File: config.mk
export PLATFORM = sky130hd
export DESIGN_NAME = muldiv_seq_flat
export DESIGN_NICKNAME = d
export VERILOG_FILES = /design/src/rtl/muldiv_seq_if.sv /design/src/rtl/muldiv_seq.sv /design/src/flat_wrapper.sv
export SDC_FILE = /design/constraint.sdc
export NUM_CORES = 1
export LEC_CHECK = 0
export CAP_MARGIN = 15
export CORE_MARGIN = 1.5
export CORE_UTILIZATION = 40
export DETAILED_ROUTE_END_ITERATION = 12
export GPL_ROUTABILITY_DRIVEN = 1
export PLACE_DENSITY = 0.62
export REMOVE_ABC_BUFFERS = 1
export SLEW_MARGIN = 20
export SYNTH_ARGS = -nofsm -noshare
export SYNTH_HDL_FRONTEND = slang
export SYNTH_SLANG_ARGS = --single-unit
export TNS_END_PERCENT = 30
File: constraint.sdc
create_clock -name CLK -period 8.9 [get_ports CLK]
set_clock_uncertainty 0.2 [all_clocks]
set_input_delay 1.335 -clock CLK [delete_from_list [all_inputs] [get_ports CLK]]
set_output_delay 1.335 -clock CLK [all_outputs]
set_load 0.02 [all_outputs]
File: src/rtl/muldiv_seq_if.sv
// Request/response bundle between the pipeline and the muldiv_seq HI/LO unit.
// The pipeline side drives requests; the unit reports status and the HI/LO registers.
interface muldiv_seq_if #(
  parameter int DATA_W = 32
);
  logic              Start;
  logic [1:0]        Op;
  logic [DATA_W-1:0] Rdata1;
  logic [DATA_W-1:0] Rdata2;
  logic              MtHi;
  logic              MtLo;
  logic [DATA_W-1:0] Wdata;
  logic              MfReq;
  logic              Busy;
  logic              Done;
  logic              DivZero;
  logic              Stall;
  logic [DATA_W-1:0] HI;
  logic [DATA_W-1:0] LO;

  modport master (
    output Start, Op, Rdata1, Rdata2, MtHi, MtLo, Wdata, MfReq,
    input  Busy, Done, DivZero, Stall, HI, LO
  );

  modport slave (
    input  Start, Op, Rdata1, Rdata2, MtHi, MtLo, Wdata, MfReq,
    output Busy, Done, DivZero, Stall, HI, LO
  );
endinterface

File: src/rtl/muldiv_seq.sv
// Sequential MULT/MULTU/DIV/DIVU unit with HI/LO registers (32-step shift-add / restoring divide).
// Define MULDIV_SEQ_FAST_MULT_EN to compute multiplies in a single step with a full multiplier.
module muldiv_seq #(
  parameter int DATA_W = 32
) (
  input  logic         CLK,
  input  logic         RST_N,
  muldiv_seq_if.slave  bus
);

  localparam int PW    = 2 * DATA_W;
  localparam int CNT_W = $clog2(DATA_W) + 1;

  typedef enum logic [1:0] {IDLE, MUL, DIV, FIX} state_t;

`ifdef MULDIV_SEQ_FAST_MULT_EN
  localparam state_t MUL_ENTRY = FIX;
`else
  localparam state_t MUL_ENTRY = MUL;
`endif

  function automatic logic [DATA_W-1:0] magnitude(input logic signed [DATA_W-1:0] v,
                                                  input logic is_signed);
    logic [DATA_W-1:0] r;
    r = v;
    if (is_signed && (v < 0)) r = -v;
    return r;
  endfunction

  function automatic logic [DATA_W-1:0] neg_w(input logic [DATA_W-1:0] v, input logic neg);
    return neg ? (~v + DATA_W'(1)) : v;
  endfunction

  function automatic logic [PW-1:0] neg_pw(input logic [PW-1:0] v, input logic neg);
    return neg ? (~v + PW'(1)) : v;
  endfunction

  state_t             state, state_nxt;
  logic [PW-1:0]      acc;
  logic [DATA_W-1:0]  opb;
  logic [CNT_W-1:0]   cnt;
  logic [1:0]         op_q;
  logic               sign_a, sign_b;
  logic [DATA_W-1:0]  hi_r, lo_r;
  logic               done_r, dz_r;

  logic               busy, load, fix, mt_en, last_step;
  logic               is_mul_q, div_zero;
  logic [DATA_W:0]    mul_sum;
  logic [DATA_W:0]    div_shift;
  logic [DATA_W+1:0]  div_trial;
  logic [PW-1:0]      div_next;
  logic [PW-1:0]      mul_raw;
  logic [PW-1:0]      prod_fix;
  logic [DATA_W-1:0]  quo_fix, rem_fix;

  // ---- state register ----
  always_ff @(posedge CLK or negedge RST_N) begin
    if (!RST_N) state <= IDLE;
    else        state <= state_nxt;
  end

  assign last_step = (cnt == CNT_W'(DATA_W - 1));

  // ---- next-state logic ----
  always_comb begin
    state_nxt = state;
    unique case (state)
      IDLE: if (bus.Start) state_nxt = bus.Op[1] ? DIV : MUL_ENTRY;
      MUL:  if (last_step) state_nxt = FIX;
      DIV:  if (last_step) state_nxt = FIX;
      FIX:  state_nxt = IDLE;
      default: state_nxt = IDLE;
    endcase
  end

  // ---- output / control decode ----
  always_comb begin
    busy  = (state != IDLE);
    load  = (state == IDLE) && bus.Start;
    fix   = (state == FIX);
    mt_en = (state == IDLE) && !bus.Start;
    // Start colliding with an MT write in IDLE wins; the MT must be re-presented.
    bus.Stall = RST_N && ((busy && (bus.Start || bus.MfReq || bus.MtHi || bus.MtLo)) ||
                          ((state == IDLE) && bus.Start && (bus.MtHi || bus.MtLo)));
  end

  // One shift-add step: {HI half, multiplier} shifts right as partial sums enter the top.
  assign mul_sum   = {1'b0, acc[PW-1:DATA_W]} + (acc[0] ? {1'b0, opb} : '0);

  // One restoring step: remainder lives in the upper half, quotient shifts into the lower.
  assign div_shift = {acc[PW-1:DATA_W], acc[DATA_W-1]};
  assign div_trial = {1'b0, div_shift} - {2'b00, opb};
  assign div_next  = div_trial[DATA_W+1]
                     ? {div_shift[DATA_W-1:0], acc[DATA_W-2:0], 1'b0}
                     : {div_trial[DATA_W-1:0], acc[DATA_W-2:0], 1'b1};

`ifdef MULDIV_SEQ_FAST_MULT_EN
  assign mul_raw = PW'(acc[DATA_W-1:0]) * PW'(opb);
`else
  assign mul_raw = acc;
`endif

  assign is_mul_q = !op_q[1];
  assign div_zero = (opb == '0);
  assign prod_fix = neg_pw(mul_raw, sign_a ^ sign_b);
  assign quo_fix  = neg_w(acc[DATA_W-1:0], sign_a ^ sign_b);
  assign rem_fix  = neg_w(acc[PW-1:DATA_W], sign_a);

  // ---- operand / iteration datapath ----
  always_ff @(posedge CLK or negedge RST_N) begin
    if (!RST_N) begin
      acc    <= '0;
      opb    <= '0;
      cnt    <= '0;
      op_q   <= '0;
      sign_a <= 1'b0;
      sign_b <= 1'b0;
    end else if (load) begin
      acc    <= {{DATA_W{1'b0}}, magnitude(bus.Rdata1, !bus.Op[0])};
      opb    <= magnitude(bus.Rdata2, !bus.Op[0]);
      cnt    <= '0;
      op_q   <= bus.Op;
      sign_a <= !bus.Op[0] && bus.Rdata1[DATA_W-1];
      sign_b <= !bus.Op[0] && bus.Rdata2[DATA_W-1];
    end else if (state == MUL) begin
      acc <= {mul_sum, acc[DATA_W-1:1]};
      cnt <= cnt + CNT_W'(1);
    end else if (state == DIV) begin
      acc <= div_next;
      cnt <= cnt + CNT_W'(1);
    end
  end

  // ---- architectural HI/LO and completion pulses ----
  always_ff @(posedge CLK or negedge RST_N) begin
    if (!RST_N) begin
      hi_r   <= '0;
      lo_r   <= '0;
      done_r <= 1'b0;
      dz_r   <= 1'b0;
    end else begin
      done_r <= fix;
      dz_r   <= fix && !is_mul_q && div_zero;
      if (fix) begin
        if (is_mul_q) begin
          hi_r <= prod_fix[PW-1:DATA_W];
          lo_r <= prod_fix[DATA_W-1:0];
        end else if (!div_zero) begin
          hi_r <= rem_fix;
          lo_r <= quo_fix;
        end
      end else if (mt_en) begin
        if (bus.MtHi) hi_r <= bus.Wdata;
        if (bus.MtLo) lo_r <= bus.Wdata;
      end
    end
  end

  assign bus.Busy    = busy;
  assign bus.Done    = done_r;
  assign bus.DivZero = dz_r;
  assign bus.HI      = hi_r;
  assign bus.LO      = lo_r;

endmodule

File: src/flat_wrapper.sv
// flat-port wrapper written by rule: the top's interface ports become plain ports
module muldiv_seq_flat 
#(
  parameter int DATA_W = 32
)
  (CLK, RST_N, bus_Start, bus_Op, bus_Rdata1, bus_Rdata2, bus_MtHi, bus_MtLo, bus_Wdata, bus_MfReq, bus_Busy, bus_Done, bus_DivZero, bus_Stall, bus_HI, bus_LO);
  muldiv_seq_if #(.DATA_W(DATA_W)) bus_i ();
  input  logic CLK;
  input  logic RST_N;
  input wire logic [$bits(bus_i.Start)-1:0] bus_Start;
  input wire logic [$bits(bus_i.Op)-1:0] bus_Op;
  input wire logic [$bits(bus_i.Rdata1)-1:0] bus_Rdata1;
  input wire logic [$bits(bus_i.Rdata2)-1:0] bus_Rdata2;
  input wire logic [$bits(bus_i.MtHi)-1:0] bus_MtHi;
  input wire logic [$bits(bus_i.MtLo)-1:0] bus_MtLo;
  input wire logic [$bits(bus_i.Wdata)-1:0] bus_Wdata;
  input wire logic [$bits(bus_i.MfReq)-1:0] bus_MfReq;
  output wire logic [$bits(bus_i.Busy)-1:0] bus_Busy;
  output wire logic [$bits(bus_i.Done)-1:0] bus_Done;
  output wire logic [$bits(bus_i.DivZero)-1:0] bus_DivZero;
  output wire logic [$bits(bus_i.Stall)-1:0] bus_Stall;
  output wire logic [$bits(bus_i.HI)-1:0] bus_HI;
  output wire logic [$bits(bus_i.LO)-1:0] bus_LO;
  assign bus_i.Start = bus_Start;
  assign bus_i.Op = bus_Op;
  assign bus_i.Rdata1 = bus_Rdata1;
  assign bus_i.Rdata2 = bus_Rdata2;
  assign bus_i.MtHi = bus_MtHi;
  assign bus_i.MtLo = bus_MtLo;
  assign bus_i.Wdata = bus_Wdata;
  assign bus_i.MfReq = bus_MfReq;
  assign bus_Busy = bus_i.Busy;
  assign bus_Done = bus_i.Done;
  assign bus_DivZero = bus_i.DivZero;
  assign bus_Stall = bus_i.Stall;
  assign bus_HI = bus_i.HI;
  assign bus_LO = bus_i.LO;
  muldiv_seq #(.DATA_W(DATA_W)) u_core (.CLK(CLK), .RST_N(RST_N), .bus(bus_i));
endmodule
Word-level counts from Yosys, hierarchy flattened

Index checks and enable logic that the tools add are counted.

Register bits: 174
Output and inout bits: 68

Add/sub/neg operators: 8
Order comparisons: 2
Eq/ne operators: 7
Mux-type cells: 27
Bitwise operators: 4
Reductions and logical operators: 29

Operators with widths:

| kind                                                                          | count |
|---|---|
| 32-bit two-way mux                                                            | 15 |
| 64-bit two-way mux                                                            | 5 |
| 32-bit by 1-bit adder with 32-bit output, second input constant               | 2 |
| 64-bit by 1-bit adder with 64-bit output, second input constant               | 1 |
| 32-bit by 1-bit less-than comparator with 1-bit output, second input constant | 2 |
| 32-bit negation                                                               | 2 |
| 32-bit NOT                                                                    | 2 |
| 64-bit NOT                                                                    | 1 |
| 33-bit by 32-bit subtractor with 34-bit output                                | 1 |
| 32-bit by 33-bit adder with 33-bit output                                     | 1 |
| 32-bit zero test                                                              | 1 |
| 6-bit two-way mux                                                             | 3 |
| 1-bit logical AND                                                             | 11 |
| 2-bit nonzero test                                                            | 4 |
| 6-bit by 1-bit adder with 6-bit output, second input constant                 | 1 |
| 6-bit by 5-bit == test with 1-bit output, second input constant               | 1 |
| 2-bit two-way mux                                                             | 3 |
| 2-bit one-hot mux with 3 select lines                                         | 1 |
| 3-bit AND reduction                                                           | 2 |
| 1-bit logical OR                                                              | 5 |
| 2-bit == test, second input constant                                          | 2 |
| 3-bit inequality test, second input constant                                  | 1 |
| 3-bit nonzero test                                                            | 1 |
| 2-bit by 1-bit == test with 1-bit output, second input constant               | 1 |
| 7 further kinds                                                               | 8 |

Depth between registers and ports, before layout

Depth after elaboration: 6
Depth in mapped cells: 14
Mapped depth without buffers: 13

Least setup slack after synthesis

OpenSTA, ideal clock, no wires.

Path type: input port to flip-flop
Start point: input bus_Rdata1[5]
End point: register u_core.acc[27]
Library setup time: 0.134 ns
Arrival: 3.567 ns
Path slack: 4.999 ns
Stages on the path: 9
Buffers on the path: 0
Cell sequence: or4_1 > nor4_1 > and2_1 > nand2_1 > or4_1 > nor4_4 > a31oi_1 > xnor2_1 > o21ai_0

Word-level cells in the longest chain between the ends: 4
Elaborated cells on any way between the ends: 5
Those cells by class: add/sub (1); order compare (1); mux (2); reduce/logical (1)

RTL lines:

| element                                                | RTL line           | text |
|---|---|---|
| from (decl)                                            | flat_wrapper.sv:12 | `input wire logic [$bits(bus_i.Rdata1)-1:0] bus_Rdata1;` |
| 32-bit by 1-bit less-than comparator with 1-bit output | muldiv_seq.sv:26   | `if (is_signed && (v < 0)) r = -v;` |
| 1-bit logical AND                                      | muldiv_seq.sv:26   |  |
| 32-bit two-way mux (*)                                 | muldiv_seq.sv:26   |  |
| 64-bit two-way mux (*)                                 | muldiv_seq.sv:119  | `end else if (load) begin` |
| to (signal assigned)                                   | muldiv_seq.sv:120  | `acc <= {{DATA_W{1'b0}}, magnitude(bus.Rdata1, !bus.Op[0])};` |
| to (signal assigned)                                   | muldiv_seq.sv:127  | `acc <= {mul_sum, acc[DATA_W-1:1]};` |
| to (signal assigned)                                   | muldiv_seq.sv:130  | `acc <= div_next;` |
| to (decl)                                              | muldiv_seq.sv:39   | `logic [PW-1:0] acc;` |

Mark *: on every way between the ends. The rest lies on a longest branch, timed or not.
A chain may end at the register's enable or synchronous reset.

Final worst setup path

Start point: register u_core.acc[32]
End point: register u_core.acc[36]

Word-level cells in the longest chain between the ends: 5
Elaborated cells on any way between the ends: 6
Those cells by class: add/sub (2); mux (4)

RTL lines:

| element                                        | RTL line          | text |
|---|---|---|
| 33-bit by 32-bit subtractor with 34-bit output | muldiv_seq.sv:93  | `assign div_trial = {1'b0, div_shift} - {2'b00, opb};` |
| 64-bit two-way mux                             | muldiv_seq.sv:95  | `? {div_shift[DATA_W-1:0], acc[DATA_W-2:0], 1'b0}` |
| 64-bit two-way mux                             | muldiv_seq.sv:129 | `end else if (state == DIV) begin` |
| 64-bit two-way mux (*)                         | muldiv_seq.sv:126 | `end else if (state == MUL) begin` |
| 64-bit two-way mux (*)                         | muldiv_seq.sv:119 |  |

Mark *: on every way between the ends. The rest lies on a longest branch, timed or not. The select of a mux whose other input is x is not followed.

==> flow_metrics.py <==
metrics = {
    "floorplanning": {
        "core_um2": 36610,
        "die_area_um2": 38410,
        "die_x_um": 196.0,
        "io_pins": 172,
        "initial_utilization": 0.4069,
        "die_h_um": 196.0,
        "fp-row-count": 70,
    },
    "grt": {
        "grt_max_degree": 88,
        "track_usage": 0.2679,
        "grt_overflow": 0,
        "grt_pass1_wl_um": 79500,
        "antenna_found_initial": 0,
        "grt_pass1_vias": 13486,
    },
    "critical_path": {
        "path_class": "flop to flop",
        "cp-start-kind": "flop",
        "cpPeakStageDelay_ns": 0.61,
        "required_ns": 8.99,
        "cp_slowest_cell": "o31ai_1",
        "cp_max_fo": 50,
        "endpoint_kind": "flop",
        "cp.arrival_ns": 4.75,
        "critPathTopFamily": "compound AO/OA/AOI/OAI gates",
        "r2r_slack_ns": 4.24,
        "worstPathCellList": "ha_1 > nor2b_1 > o31ai_1 > a2111oi_1 > o31ai_1 > o31ai_2 > a221oi_4 > buf_4 > mux2_2 > o21ai_0 > a21oi_1",
        "cp_num_buf_inv": 1,
        "cpMostUsedCell": "o31ai_1",
    },
    "power": {
        "p_leak_nw": 7.431,
        "vdd_drop_max_mv": 0.2038,
        "finalPower_mw": 8.047,
        "powerDensity_nw_per_um2": 460.3,
    },
    "final_layout": {
        "fin_cells": 2461,
        "syn_to_final_growth_pct": 17.35,
        "antenna_cells": 0,
        "final_core_util": 0.4774,
        "drive_above_1_share": 0.03713,
        "finalNetCount": 2160,
        "nFillCells": 3650,
    },
    "detailed_routing": {
        "ant_nets": 0,
        "vias": 14499,
        "drc_errors": 0,
        "routed_via_density": 5.892,
        "routed_wl_um": 51330,
        "drtPass1Iterations": 6,
        "wl_per_cell_um": 20.86,
        "drt_iter0_drc": 1366,
    },
    "sta": {
        "min_period_over_period": 0.5236,
        "post-route-min-period_ns": 4.660,
        "finalHoldViolCount": 0,
        "fin_setup_tns_ns": 0,
        "setup-violations-final": 0,
        "tightest_slew_ns": 1.078,
        "holdWs_ns": 0.2765,
        "max_slew_margin": 0.2797,
        "drv_slew": 0,
        "max_freq_mhz": 214.6,
        "rsz0062_at_grt": "no",
    },
    "cts": {
        "ctsHoldBuffers": 0,
        "htree_levels": 4,
        "cts_tree": "yes",
        "clkLatencyLatePin_ns": 0.46,
        "cts_root_buf": "clkbuf_16",
        "post_cts_resized": 0,
        "numCtsBuffers": 17,
        "ctsLongestPathBuffers": 2,
        "clkTransAtPathRegs_ns": 0.07,
        "postCtsSetupRepairBufs": 0,
        "clock_sinks": 173,
    },
    "min_path": {
        "min_path_type": "flop to flop",
    },
    "synthesis": {
        "synth.ff_latch_count": 173,
        "synthFlopType": "dfrtp_1",
        "netlist_area_um2": 14900,
        "ys_warn_count": 0,
        "ys_seq_area_frac": 0.2906,
        "synth-edff-count": 0,
        "yosysUniqueCellTypes": 77,
        "syn_area_per_cell_um2": 7.906,
        "synthCells": 1884,
        "synth-async-reset-ratio": 1.000,
    },
    "status": {
        "status": "finished, final reports clean",
    },
    "placed_design": {
        "dp_hpwl_um": 39280,
        "port_buffers": 171,
        "gp_congestion": 0.9600,
        "placed_cells": 2430,
    },
    "flow_run": {
        "cap_viol_max_count": 0,
    },
}
## power breakdown
group          switching (mW)  internal, mW  leakage [nW]
clock network           0.333         0.416         0.278
logic                    3.34          2.20          5.03
registers               0.563          1.19          2.13
total                    4.24          3.81          7.43
## area by class of cell
class | count | area [µm²] | share of cell area
inverter | 71 | 266.5 | 0.01525
tap | 468 | 585.6 | 0.03350
sequential | 173 | 4329 | 0.2477
clock buffer | 19 | 442.9 | 0.02534
timing repair buffer | 187 | 1833 | 0.1049
clock inverter | 12 | 122.6 | 0.007015
multi-input combinational | 1531 | 9899 | 0.5664
## cells by family after synthesis
logic type	count (synthesis)	synth area share
mux	44	0.02974
fa+ha+maj	75	0.06401
xor+xnor	178	0.1047
flops	173	0.2906
buf+inv	180	0.04645
compound gates	641	0.2731
simple gates	593	0.1914
## state kept, by name (all words and copies together) (netlist names)
register	count
u_core.sign_a	1
u_core.bus.DivZero	1
u_core.acc	64
u_core.bus.Done	1
u_core.op_q	1
u_core.cnt	6
u_core.state	2
u_core.opb	32
u_core.bus.LO	32
u_core.bus.HI	32
u_core.sign_b	1
## worst register-to-register path, cell delays in order (launching register included)
cell and delay (ns):
dfrtp_1 0.56, ha_1 0.30, nor2b_1 0.14, o31ai_1 0.57
a2111oi_1 0.28, o31ai_1 0.62, o31ai_2 0.23, a221oi_4 0.38
buf_4 0.52, mux2_2 0.44, o21ai_0 0.16, a21oi_1 0.09
## cells in the mapped netlist (10+ instances only)
cell type | n | area (µm²)
nand2_1 | 207 | 777.0
o21ai_0 | 203 | 1016
dfrtp_1 | 173 | 4329
nor2_1 | 164 | 615.6
a21oi_1 | 133 | 665.6
xnor2_1 | 97 | 849.6
clkbuf_1 | 90 | 337.8
xor2_1 | 81 | 709.4
ha_1 | 73 | 913.4
inv_1 | 71 | 266.5
a21o_1 | 64 | 480.5
o211ai_1 | 45 | 337.8
mux2i_1 | 42 | 420.4
a211oi_1 | 40 | 300.3
nor3_1 | 34 | 170.2
nor4_1 | 27 | 168.9
nand2b_1 | 26 | 162.7
a31oi_1 | 24 | 150.1
o31ai_1 | 21 | 157.7
nand3_1 | 18 | 90.09
nor2b_1 | 18 | 112.6
nand4_1 | 17 | 106.4
o21a_1 | 17 | 127.6
or3_1 | 14 | 87.58
and3_1 | 12 | 75.07
or4_1 | 11 | 82.58
and2_1 | 10 | 62.56
buf_1 | 10 | 37.54
o21bai_1 | 10 | 75.07
## final timing paths
path | to | cells after the start | from
worst max-delay path | u_core.acc[36] | 11 | u_core.acc[32]
worst min-delay path | u_core.bus.HI[19] | 1 | u_core.bus.HI[19]
worst max register to register | u_core.acc[36] | 11 | u_core.acc[32]
worst min register to register | u_core.bus.HI[19] | 1 | u_core.bus.HI[19]
max in group asynchronous | u_core.opb[25] | 3 | RST_N
min in group asynchronous | u_core.bus.LO[17] | 1 | RST_N
## placed cells by master, fill, tap and decap left out, types with 18 or more instances in the layout
| master | instances |
|---|---|
| nand2_1 | 206 |
| o21ai_0 | 203 |
| dfrtp_1 | 173 |
| clkdlybuf4s50_1 | 170 |
| nor2_1 | 164 |
| a21oi_1 | 133 |
| xnor2_1 | 97 |
| xor2_1 | 81 |
| inv_1 | 71 |
| ha_1 | 70 |
| a21o_1 | 64 |
| o211ai_1 | 45 |
| mux2i_1 | 42 |
| a211oi_1 | 40 |
| nor3_1 | 34 |
| nor4_1 | 27 |
| nand2b_1 | 26 |
| a31oi_1 | 24 |
| o31ai_1 | 21 |
| nand3_1 | 18 |
| nor2b_1 | 18 |
## layer usage
metal	track usage	wire, µm	up-vias
met2	0.4147	22580	485
li1	-	-	7005
met3	0.03816	2940	71
met4	0.1011	1591	0
met5	0	0	-
met1	0.3780	24220	6938
## stage by stage
step	setup WS [ns]	cell area [µm²]
final	4.240	17480
after detailed placement	4.112	16910
after global placement	4.150	16910
after CTS	4.406	17480
after global routing	4.073	17480
after floorplan	3.968	14470
No activity file was read; power rests on OpenSTA's default activity.
